--- config.mk ---
export PLATFORM = sky130hd
export DESIGN_NAME = slave_monitor_capture_flat
export DESIGN_NICKNAME = d
export VERILOG_FILES = /design/src/rtl/slave_monitor_capture_if.sv /design/src/rtl/slave_monitor_capture.sv /design/src/flat_wrapper.sv
export SDC_FILE = /design/constraint.sdc
export NUM_CORES = 1
export LEC_CHECK = 0
export CORE_ASPECT_RATIO = 1.2
export CORE_MARGIN = 5
export CORE_UTILIZATION = 64
export CTS_BUF_LIST = sky130_fd_sc_hd__clkbuf_4 sky130_fd_sc_hd__clkbuf_8
export DETAILED_ROUTE_END_ITERATION = 12
export GPL_TIMING_DRIVEN = 0
export PLACE_DENSITY_LB_ADDON = 0.08
export SETUP_SLACK_MARGIN = 0.3
export SLEW_MARGIN = 10
export SYNTH_ARGS = -nofsm -noshare
export SYNTH_HDL_FRONTEND = slang
export SYNTH_SLANG_ARGS = --single-unit
--- constraint.sdc ---
create_clock -name pclk -period 5.47 [get_ports pclk]
set_input_delay 1.3675 -clock pclk [delete_from_list [all_inputs] [get_ports pclk]]
set_output_delay 1.3675 -clock pclk [all_outputs]
set_load 0.005 [all_outputs]
--- src/rtl/slave_monitor_capture_if.sv ---
// slave_monitor_capture_if: SPI slave-side pins plus FIFO drain handshake.
// Parameters DATA_WIDTH/FIFO_DEPTH must match the attached capture block.
// slave : capture block (reads pins, rd_ready, overflow_clr; drives FIFO side)
// master: pin driver / consumer (drives pins and rd_ready, observes FIFO side)
interface slave_monitor_capture_if #(
    parameter int DATA_WIDTH = 8,
    parameter int FIFO_DEPTH = 4
);
    localparam int LW = $clog2(FIFO_DEPTH) + 1;

    logic                  sclk;
    logic                  cs_n;
    logic                  mosi;
    logic                  miso;
    logic                  rd_valid;
    logic                  rd_ready;
    logic [DATA_WIDTH-1:0] rd_mosi;
    logic [DATA_WIDTH-1:0] rd_miso;
    logic                  short_frame;
    logic                  overflow;
    logic                  overflow_clr;
    logic [LW-1:0]         level;

    modport slave (
        input  sclk, cs_n, mosi, miso, rd_ready, overflow_clr,
        output rd_valid, rd_mosi, rd_miso, short_frame, overflow, level
    );

    modport master (
        output sclk, cs_n, mosi, miso, rd_ready, overflow_clr,
        input  rd_valid, rd_mosi, rd_miso, short_frame, overflow, level
    );
endinterface

--- src/rtl/slave_monitor_capture.sv ---
// slave_monitor_capture: oversampled SPI slave-pin capture into a word-pair FIFO.
// Assembles MSB-first MOSI/MISO words on the sampling edge and buffers them.
// Ports: pclk (system clock), preset (sync active-high reset),
//        bus (slave modport): sclk/cs_n/mosi/miso pins, rd_valid/rd_ready/
//        rd_mosi/rd_miso drain handshake, short_frame pulse, sticky overflow
//        with overflow_clr, level = FIFO occupancy.
// Option: define SLAVE_MONITOR_CAPTURE_SYNC_EN for 2-flop pin synchronizers.
module slave_monitor_capture #(
    parameter int DATA_WIDTH = 8,
    parameter int FIFO_DEPTH = 4,
    parameter int CPOL       = 0,
    parameter int CPHA       = 0
) (
    input logic                    pclk,
    input logic                    preset,
    slave_monitor_capture_if.slave bus
);
    localparam int AW = $clog2(FIFO_DEPTH);
    localparam int LW = AW + 1;
    localparam int CW = $clog2(DATA_WIDTH);
    localparam logic IDLE_LVL = (CPOL != 0);
    localparam bit RISE_EDGE = ((CPOL != 0) == (CPHA != 0));
    localparam logic [CW-1:0] LAST = CW'(DATA_WIDTH - 1);

    typedef enum logic {IDLE, ACTIVE} state_t;

    logic s_sclk;
    logic s_cs;
    logic s_mosi;
    logic s_miso;

`ifdef SLAVE_MONITOR_CAPTURE_SYNC_EN
    logic [1:0] sync_sclk;
    logic [1:0] sync_cs;
    logic [1:0] sync_mosi;
    logic [1:0] sync_miso;

    always_ff @(posedge pclk) begin
        if (preset) begin
            sync_sclk <= {2{IDLE_LVL}};
            sync_cs   <= 2'b11;
            sync_mosi <= 2'b00;
            sync_miso <= 2'b00;
        end else begin
            sync_sclk <= {sync_sclk[0], bus.sclk};
            sync_cs   <= {sync_cs[0], bus.cs_n};
            sync_mosi <= {sync_mosi[0], bus.mosi};
            sync_miso <= {sync_miso[0], bus.miso};
        end
    end

    assign s_sclk = sync_sclk[1];
    assign s_cs   = sync_cs[1];
    assign s_mosi = sync_mosi[1];
    assign s_miso = sync_miso[1];
`else
    assign s_sclk = bus.sclk;
    assign s_cs   = bus.cs_n;
    assign s_mosi = bus.mosi;
    assign s_miso = bus.miso;
`endif

    state_t                state_q, state_d;
    logic [CW-1:0]         cnt_q, cnt_d;
    logic [DATA_WIDTH-2:0] mosi_sr, mosi_d;
    logic [DATA_WIDTH-2:0] miso_sr, miso_d;
    logic                  sclk_q;
    logic                  cs_q;
    logic                  armed_q;
    logic                  short_q, short_d;
    logic                  push;
    logic                  samp_edge;
    logic                  cs_rise;
    logic [DATA_WIDTH-1:0] word_mosi;
    logic [DATA_WIDTH-1:0] word_miso;

    assign samp_edge = RISE_EDGE ? (s_sclk & ~sclk_q) : (~s_sclk & sclk_q);
    assign cs_rise   = s_cs & ~cs_q;
    // The word being completed includes the bit sampled this cycle.
    assign word_mosi = {mosi_sr, s_mosi};
    assign word_miso = {miso_sr, s_miso};

    always_comb begin
        state_d = state_q;
        cnt_d   = cnt_q;
        mosi_d  = mosi_sr;
        miso_d  = miso_sr;
        push    = 1'b0;
        short_d = 1'b0;
        unique case (state_q)
            IDLE: begin
                cnt_d  = '0;
                mosi_d = '0;
                miso_d = '0;
                // armed_q: cs_n must be seen high after reset before a frame.
                if (armed_q && !s_cs) state_d = ACTIVE;
            end
            ACTIVE: begin
                if (cs_rise) begin
                    state_d = IDLE;
                    short_d = (cnt_q != '0);
                    cnt_d   = '0;
                    mosi_d  = '0;
                    miso_d  = '0;
                end else if (samp_edge) begin
                    mosi_d = word_mosi[DATA_WIDTH-2:0];
                    miso_d = word_miso[DATA_WIDTH-2:0];
                    if (cnt_q == LAST) begin
                        push  = 1'b1;
                        cnt_d = '0;
                    end else begin
                        cnt_d = cnt_q + CW'(1);
                    end
                end
            end
            default: state_d = IDLE;
        endcase
    end

    always_ff @(posedge pclk) begin
        if (preset) begin
            state_q <= IDLE;
            cnt_q   <= '0;
            mosi_sr <= '0;
            miso_sr <= '0;
            sclk_q  <= IDLE_LVL;
            cs_q    <= 1'b1;
            armed_q <= 1'b0;
            short_q <= 1'b0;
        end else begin
            state_q <= state_d;
            cnt_q   <= cnt_d;
            mosi_sr <= mosi_d;
            miso_sr <= miso_d;
            sclk_q  <= s_sclk;
            cs_q    <= s_cs;
            armed_q <= armed_q | s_cs;
            short_q <= short_d;
        end
    end

    logic [DATA_WIDTH-1:0] mem_mosi [FIFO_DEPTH];
    logic [DATA_WIDTH-1:0] mem_miso [FIFO_DEPTH];
    logic [AW-1:0]         wr_ptr_q;
    logic [AW-1:0]         rd_ptr_q;
    logic [LW-1:0]         count_q;
    logic                  ovf_q;
    logic                  rd_valid;
    logic                  full;
    logic                  pop;
    logic                  wr_en;
    logic                  ovf_set;

    assign rd_valid = (count_q != '0);
    assign full     = (count_q == LW'(FIFO_DEPTH));
    assign pop      = rd_valid & bus.rd_ready;
    // A pop in the same cycle frees the slot, so a full FIFO still accepts.
    assign wr_en    = push & (~full | pop);
    assign ovf_set  = push & full & ~pop;

    always_ff @(posedge pclk) begin
        if (wr_en) begin
            mem_mosi[wr_ptr_q] <= word_mosi;
            mem_miso[wr_ptr_q] <= word_miso;
        end
    end

    always_ff @(posedge pclk) begin
        if (preset) begin
            wr_ptr_q <= '0;
            rd_ptr_q <= '0;
            count_q  <= '0;
            ovf_q    <= 1'b0;
        end else begin
            if (wr_en) wr_ptr_q <= wr_ptr_q + AW'(1);
            if (pop) rd_ptr_q <= rd_ptr_q + AW'(1);
            unique case ({wr_en, pop})
                2'b10:   count_q <= count_q + LW'(1);
                2'b01:   count_q <= count_q - LW'(1);
                default: count_q <= count_q;
            endcase
            if (ovf_set) ovf_q <= 1'b1;
            else if (bus.overflow_clr) ovf_q <= 1'b0;
        end
    end

    assign bus.rd_valid    = rd_valid;
    assign bus.rd_mosi     = rd_valid ? mem_mosi[rd_ptr_q] : '0;
    assign bus.rd_miso     = rd_valid ? mem_miso[rd_ptr_q] : '0;
    assign bus.short_frame = short_q;
    assign bus.overflow    = ovf_q;
    assign bus.level       = count_q;
endmodule

--- src/flat_wrapper.sv ---
// flat-port wrapper written by rule: the top's interface ports become plain ports
module slave_monitor_capture_flat 
#(
    parameter int DATA_WIDTH = 8,
    parameter int FIFO_DEPTH = 4,
    parameter int CPOL       = 0,
    parameter int CPHA       = 0
)
  (pclk, preset, bus_sclk, bus_cs_n, bus_mosi, bus_miso, bus_rd_ready, bus_overflow_clr, bus_rd_valid, bus_rd_mosi, bus_rd_miso, bus_short_frame, bus_overflow, bus_level);
  slave_monitor_capture_if #(.DATA_WIDTH(DATA_WIDTH), .FIFO_DEPTH(FIFO_DEPTH)) bus_i ();
  input logic pclk;
  input logic preset;
  input wire logic [$bits(bus_i.sclk)-1:0] bus_sclk;
  input wire logic [$bits(bus_i.cs_n)-1:0] bus_cs_n;
  input wire logic [$bits(bus_i.mosi)-1:0] bus_mosi;
  input wire logic [$bits(bus_i.miso)-1:0] bus_miso;
  input wire logic [$bits(bus_i.rd_ready)-1:0] bus_rd_ready;
  input wire logic [$bits(bus_i.overflow_clr)-1:0] bus_overflow_clr;
  output wire logic [$bits(bus_i.rd_valid)-1:0] bus_rd_valid;
  output wire logic [$bits(bus_i.rd_mosi)-1:0] bus_rd_mosi;
  output wire logic [$bits(bus_i.rd_miso)-1:0] bus_rd_miso;
  output wire logic [$bits(bus_i.short_frame)-1:0] bus_short_frame;
  output wire logic [$bits(bus_i.overflow)-1:0] bus_overflow;
  output wire logic [$bits(bus_i.level)-1:0] bus_level;
  assign bus_i.sclk = bus_sclk;
  assign bus_i.cs_n = bus_cs_n;
  assign bus_i.mosi = bus_mosi;
  assign bus_i.miso = bus_miso;
  assign bus_i.rd_ready = bus_rd_ready;
  assign bus_i.overflow_clr = bus_overflow_clr;
  assign bus_rd_valid = bus_i.rd_valid;
  assign bus_rd_mosi = bus_i.rd_mosi;
  assign bus_rd_miso = bus_i.rd_miso;
  assign bus_short_frame = bus_i.short_frame;
  assign bus_overflow = bus_i.overflow;
  assign bus_level = bus_i.level;
  slave_monitor_capture #(.DATA_WIDTH(DATA_WIDTH), .FIFO_DEPTH(FIFO_DEPTH), .CPOL(CPOL), .CPHA(CPHA)) u_core (.pclk(pclk), .preset(preset), .bus(bus_i));
endmodule
==> results of run 1 <==
state kept, by name, indices dropped and copies added, names as in the netlist, named ones only:
signal and flops:
u_core.cnt_q 3, u_core.mem_mosi 32, u_core.sclk_q 1, u_core.bus.level 3, u_core.bus.short_frame 1, u_core.mem_miso 32, u_core.cs_q 1, u_core.wr_ptr_q 2
u_core.state_q 1, u_core.rd_ptr_q 2, u_core.miso_sr 7, u_core.armed_q 1, u_core.bus.overflow 1, u_core.mosi_sr 7
final cells by class:
class                      instances  area share
clock inverter                     7     0.01100
buffer                            11     0.01216
clock buffer                       9     0.02867
tap                               80     0.02317
sequential                        96      0.5931
timing repair buffer              29     0.06719
inverter                          11    0.009557
multi-input combinational        136      0.2551
power breakdown:
group	leakage, uW	internal, uW	switching, uW
Sequential	0.000847	766	1.21
Clock	0.0000854	165	235
Combinational	0.000449	8.91	13.0
placed cells by master, fill, tap and decap left out, types with 9 or more instances in the layout:
cell type / instances
a21oi_1: 19
clkbuf_8: 9
clkdlybuf4s50_1: 29
dfxtp_1: 32
edfxtp_1: 64
inv_1: 11
mux4_2: 16
nand2_1: 33
nor2_1: 12
nor2b_1: 19
cells by family (layout without fill, tap and decap cells):
| family | count (synthesis) | count (layout) | share of synthesized area |
|---|---|---|---|
| AOI/OAI and AO/OA | 23 | 23 | 0.03229 |
| xor gates and xnor gates | 4 | 4 | 0.009320 |
| adders and majority gates | 9 | 9 | 0.03196 |
| buffers and inverters | 22 | 67 | 0.02496 |
| DFF | 96 | 96 | 0.6818 |
| muxes | 19 | 19 | 0.1052 |
| and+or+nand+nor | 81 | 81 | 0.1145 |
layer usage:
metal | wire (um) | part of all wire | global-route usage | vias up
li1 | - | - | - | 984
met1 | 2571 | 0.42 | 0.2485 | 1008
met2 | 3123 | 0.51 | 0.3204 | 61
met3 | 342 | 0.056 | 0.04319 | 10
met4 | 110 | 0.018 | 0.07183 | 0
met5 | 0 | 0 | 0 | -
synth_stat cells (all sizes together):
| cell type | number |
|---|---|
| nand3b | 1 |
| xor2 | 4 |
| nor4b | 3 |
| edfxtp | 64 |
| nor2 | 12 |
| nor2b | 19 |
| dfxtp | 32 |
| mux4 | 16 |
| mux2 | 1 |
| mux2i | 2 |
| inv | 11 |
| or3 | 1 |
| nand2 | 33 |
| nor3 | 1 |
| nand2b | 5 |
| or2 | 1 |
| ha | 8 |
| and2 | 4 |
| fa | 1 |
| nand4b | 1 |
| o21ai | 2 |
| a21oi | 19 |
| o311ai | 1 |
| clkbuf | 5 |
| o31ai | 1 |
| buf | 6 |
worst max-delay path by stage:
stage / start / end
detailed placement: bus_rd_ready / u_core.bus.level[2]
finish: flip-flop / bus_rd_mosi[6]
global route: flip-flop / bus_rd_mosi[6]
floorplan: bus_rd_ready / u_core.bus.level[2]
global placement: bus_rd_ready / u_core.bus.level[2]
CTS: u_core.bus.level[0] / bus_rd_miso[6]
critical path, delay by kind of cell, from the launching register on:
kind | cells | cell delay, ns
buf+inv | 3 | 1.17
mux | 1 | 0.34
flops | 1 | 0.32
simple gates | 1 | 0.14
through the flow:
step	hold WS [ns]	total power, uW	area [um^2]	utilization	instances
floorplan	0.4340	795.3	3759	-	254
global placement	0.4516	805.7	4149	0.7320	363
detailed placement	0.4609	806.3	4149	0.7320	363
CTS	0.4716	1196	4320	0.7623	379
global route	0.5104	1234	4320	0.7623	379
finish	0.4665	1190	4320	0.7623	379
==> out/results.ini, run 1 <==
[clocking]
cts_root_buffer = clkbuf_8
numCtsBuffers = 9
clockBufferDepth = 2
h-tree-depth = 3
clk_latency_ns = 0.35
cts_resized = 0
cts_setup_buffers = 0
cts_tree = done
cts_hold_buf = 0
cts.clk_slew.worst_paths_ns = 0.09
cts.sinks = 96

[detailed_routing]
routed_wire_length_per_instance_um = 16.22
drtPass1Iterations = 4
wl_um = 6148
ant_nets = 0
via_count = 2063
drc = 0
drt_iter0_drc = 107
vias_per_cell = 5.443

[yosys]
synth_area_um2 = 3759
yosys.cell_types.count = 30
syn_inst = 254
synth_top_area_share = 0.5113
synth_warnings = 0
avgSynthCellArea_um2 = 14.80
syn-num-nets = 271
synth_area_leaders = edfxtp_1 (51%), dfxtp_1 (17%), mux4_2 (9.6%)
synth-seq-area-share = 0.6818
ys_seq_elements = 96
synth_top_area_cell = edfxtp_1

[min_path]
whs_path_depth = 2
worstHoldPathType = reg -> reg
min_to = u_core.state_q
hp-start = u_core.armed_q

[global_routing]
grt_pass1_wl_um = 10730
grt_start_max_net_pins = 17
grt_overflow = 0
grt_usage = 0.1931
grt_pass1_vias = 2141
antenna_found_initial = 0

[timing]
rsz0062_at_grt = no
relSlewSlack = 0.3978
hold_viol_final = 0
finalSetupViolCount = 0
clock_skew_ns = 0.008145
setup_ws_ns = 1.773
timing.final.crit_share = 0.6759
tns_ns = 0
period_needed_ns = 3.697
tightest_slew_ns = 0.9033
slew_violations = 0
fmax_mhz = 270.5

[cells_and_area]
multi_input_area_um2 = 1102
area.sequential_um2 = 2562
fillerInstances = 369
fin_nets = 311
drive_above_1_share = 0.1405
insertedDiodeCount = 0
area_growth_pct = 14.95

[setup_path]
cp_slowest_cell = clkdlybuf4s50_1
max_stage_delay_ns = 0.46
crit_type = reg -> out
end_kind = primary output
required_ns = 4.10
rr_startpoint = u_core.cnt_q[0]
ff2ff_setup_slack_ns = 2.98
startpoint_type = flip-flop
crit_chain = clkbuf_1, buf_2, mux4_2, nor2b_1, clkdlybuf4s50_1
crit_arrival_ns = 2.33
cp_max_fo = 10
r2r_end = u_core.mem_mosi[1][7]
worst-r2r-cell-count = 5

[floorplanning]
pin_count = 30
start_util = 0.6631
die_h_um = 93.95
rows = 30
fp.coreArea_um2 = 5668
dieArea_um2 = 7512
die_w_um = 79.96

[power_and_ir_drop]
ir_drop_mv = 0.1996
p_leak_uw = 0.001382
p_per_area_nw_per_um2 = 275.4

[place]
portBuffers = 29
place_congestion = 0.6719
dp_slack_ns = 1.664
dp.final_hpwl_um = 4125

[status]
status = finished clean

[run]
cap_violations = 0

(Power assumes the default switching activity.)
==> inputs of run 2 (changes only) <==
CORE_UTILIZATION = 54   (was 64)
clock period = 3.07 ns   (was 5.47 ns; I/O delays follow)
==> run 2 against run 1 <==
Effect of this change: sequential share of layout area is 2.8 points lower; register-to-register slack worse by 2.3 ns; combinational power is 79% higher; highest routed layer unchanged; largest cell class unchanged; final area is 5.0% higher; worst hold slack worse by 0.0025 ns; setup slack worse by 1.5 ns; via count is 0.24% higher; global-route usage is 3.0 points lower; largest power group unchanged; critical path depth stayed put; final cell count is 4.2% higher; die area is 16% higher; sequential power is 78% higher.
==> out/results.ini, run 2 (synthesized netlist as in run 1, its figures left out) <==
[status]
status = finished clean  ; unchanged

[detailed_routing]
routed_wire_length_per_instance_um = 16.26  ; was 16.22 um
drtPass1Iterations = 4  ; unchanged
drc = 0  ; unchanged
vias_per_cell = 5.235  ; was 5.443
via_count = 2068  ; was 2063
wl_um = 6423  ; was 6148 um
drt_iter0_drc = 116  ; was 107
ant_nets = 0  ; unchanged

[clocking]
numCtsBuffers = 9  ; unchanged
cts_tree = done  ; unchanged
cts_hold_buf = 0  ; unchanged
cts.clk_slew.worst_paths_ns = 0.09  ; about the same
h-tree-depth = 3  ; unchanged
cts.sinks = 96  ; unchanged
cts_root_buffer = clkbuf_8  ; unchanged
clockBufferDepth = 2  ; unchanged
clk_latency_ns = 0.35  ; about the same

[cells_and_area]
reg.largest.list = u_core.mem_miso x32, u_core.mem_mosi x32  ; unchanged
final_area_um2 = 4534  ; was 4320 um^2
fin_util = 0.6656  ; was 0.7623
drive_above_1_share = 0.1851  ; was 0.1405
layout_commonest_cell = edfxtp_1  ; unchanged
area_growth_pct = 20.64  ; was 14.95%
fin_nets = 320  ; was 311
mostFrequentLayoutCells = edfxtp_1 (64), nand2_1 (33), dfxtp_1 (31), nor2b_1 (19), a21oi_1 (19)  ; was edfxtp_1 (64), nand2_1 (33), dfxtp_1 (32), clkdlybuf4s50_1 (29)
fillerInstances = 518  ; was 369
insertedDiodeCount = 0  ; unchanged

[setup_path]
crit_arrival_ns = 2.01  ; was 2.33 ns
required_ns = 2.30  ; was 4.10 ns
crit_type = reg -> out  ; unchanged
end_kind = primary output  ; unchanged
startpoint_type = flip-flop  ; unchanged
cp_max_fo = 7  ; was 10
ff2ff_setup_slack_ns = 0.69  ; was 2.98 ns

[place]
portBuffers = 29  ; unchanged
dp.final_hpwl_um = 3924  ; was 4125 um
placed_area_um2 = 4158  ; was 4149 um^2
place_congestion = 0.7023  ; was 0.6719
dp_slack_ns = -0.1432  ; was 1.664 ns

[timing]
hold_viol_final = 0  ; unchanged
period_needed_ns = 2.777
timing.final.crit_share = 0.9047
rsz0062_at_grt = yes  ; was no
clock_skew_ns = 0.009612  ; was 0.008145 ns
tightest_slew_ns = 0.8627  ; was 0.9033 ns
slew_violations = 0  ; unchanged
setup_ws_ns = 0.2927  ; was 1.773 ns
fmax_mhz = 360.1
finalSetupViolCount = 0  ; unchanged
relSlewSlack = 0.4249  ; was 0.3978
hold_ws_ns = 0.4640  ; was 0.4665 ns

[floorplanning]
fp.coreArea_um2 = 6813  ; was 5668 um^2
dieArea_um2 = 8736  ; was 7512 um^2
start_util = 0.5517  ; was 0.6631
pin_count = 30  ; unchanged
die_h_um = 101.4  ; was 93.95 um
die_w_um = 86.16  ; was 79.96 um
rows = 33  ; was 30

[run]
cap_violations = 0  ; unchanged

[power_and_ir_drop]
intPower_uw = 1781  ; was 940.1 uW
p_leak_uw = 0.001652  ; was 0.001382 uW
ir_drop_mv = 0.2769  ; was 0.1996 mV
sequentialPowerShare = 0.615  ; was 0.645
swShare = 0.1990  ; was 0.2098
clock_power_share = 0.367  ; was 0.336
p_switching_uw = 442.6  ; was 249.6 uW
total_power_uw = 2223  ; was 1190 uW
p_comb_frac = 0.018  ; about the same
p_per_area_nw_per_um2 = 490.4  ; was 275.4 nW/um^2

[global_routing]
grt_usage = 0.1630  ; was 0.1931
grt_pass1_wl_um = 10540  ; was 10730 um
grt_overflow = 0  ; unchanged
antenna_found_initial = 0  ; unchanged
grt_pass1_vias = 2116  ; was 2141
grt_start_max_net_pins = 17  ; unchanged

[min_path]
worstHoldPathType = reg -> reg  ; unchanged

run 2: cell types whose count changed in the layout (fill, tap and decap cells not counted), sizes merged, moves of 2 or more:
cell	delta
clkinv	-3
clkbuf	+2
buf	+8
dlygate4sd2	+3
dlymetal6s2s	+12
clkdlybuf4s50	-15
run 2: critical path: stages (launching register included):
cell and delay, ns:
dfxtp_2 0.34, buf_8 0.12, buf_12 0.12, mux4_2 0.47
nor2b_1 0.15, clkdlybuf4s50_1 0.45
run 2: path summary, 6_finish.rpt:
path,startpoint,cells past startpoint,endpoint
worst max-delay path,flip-flop,5,bus_rd_miso[4]
worst min-delay path,u_core.armed_q,2,u_core.state_q
worst max register to register,u_core.cnt_q[0],6,u_core.mem_miso[0][6]
worst min register to register,u_core.armed_q,2,u_core.state_q
run 2: per-layer routing:
layer	wire length [um]	track usage	part of all wire	vias to the layer above
met5	0	0	0	-
li1	-	-	-	1002
met1	2690	0.1957	0.42	1017
met4	56	0.04385	0.0087	0
met2	3387	0.2878	0.53	44
met3	288	0.04638	0.045	5
run 2: timing repair:
| item | in CTS | in global routing |
|---|---|---|
| endpoints found under the setup margin | 82 | 78 |
| buffers inserted | 6 | 2 |
| gates cloned | 0 | 1 |
| resized for setup | 14 | 16 |
| pin swaps | 2 | 2 |
run 2: cell type report:
cell class,count,area [um^2],share of cell area
multi-input cells,136,1121,0.2472
well taps,87,108.9,0.02401
inverters,11,41.29,0.009106
plain buffers,11,81.33,0.01794
clock buffers,10,137.6,0.03035
flip-flops and latches,96,2564,0.5654
clock inverters,6,66.31,0.01462
repair buffers,38,414.1,0.09134
run 2: power groups by stage:
stage | combinational (uW) | clock [uW] | sequential (uW)
floorplan | 20.2 | 0 | 1400
global placement | 38.6 | 0 | 1400
detailed placement | 39.4 | 0 | 1400
CTS | 39.8 | 834 | 1370
global route | 43.4 | 900 | 1370
finish | 39.1 | 817 | 1370
run 2: per-stage QoR:
stage                     cells  TNS [ns]
after floorplan             254         0
after detailed placement    370    -7.925
after CTS                   392         0
after global placement      370    -6.358
after global routing        395         0
final                       395         0
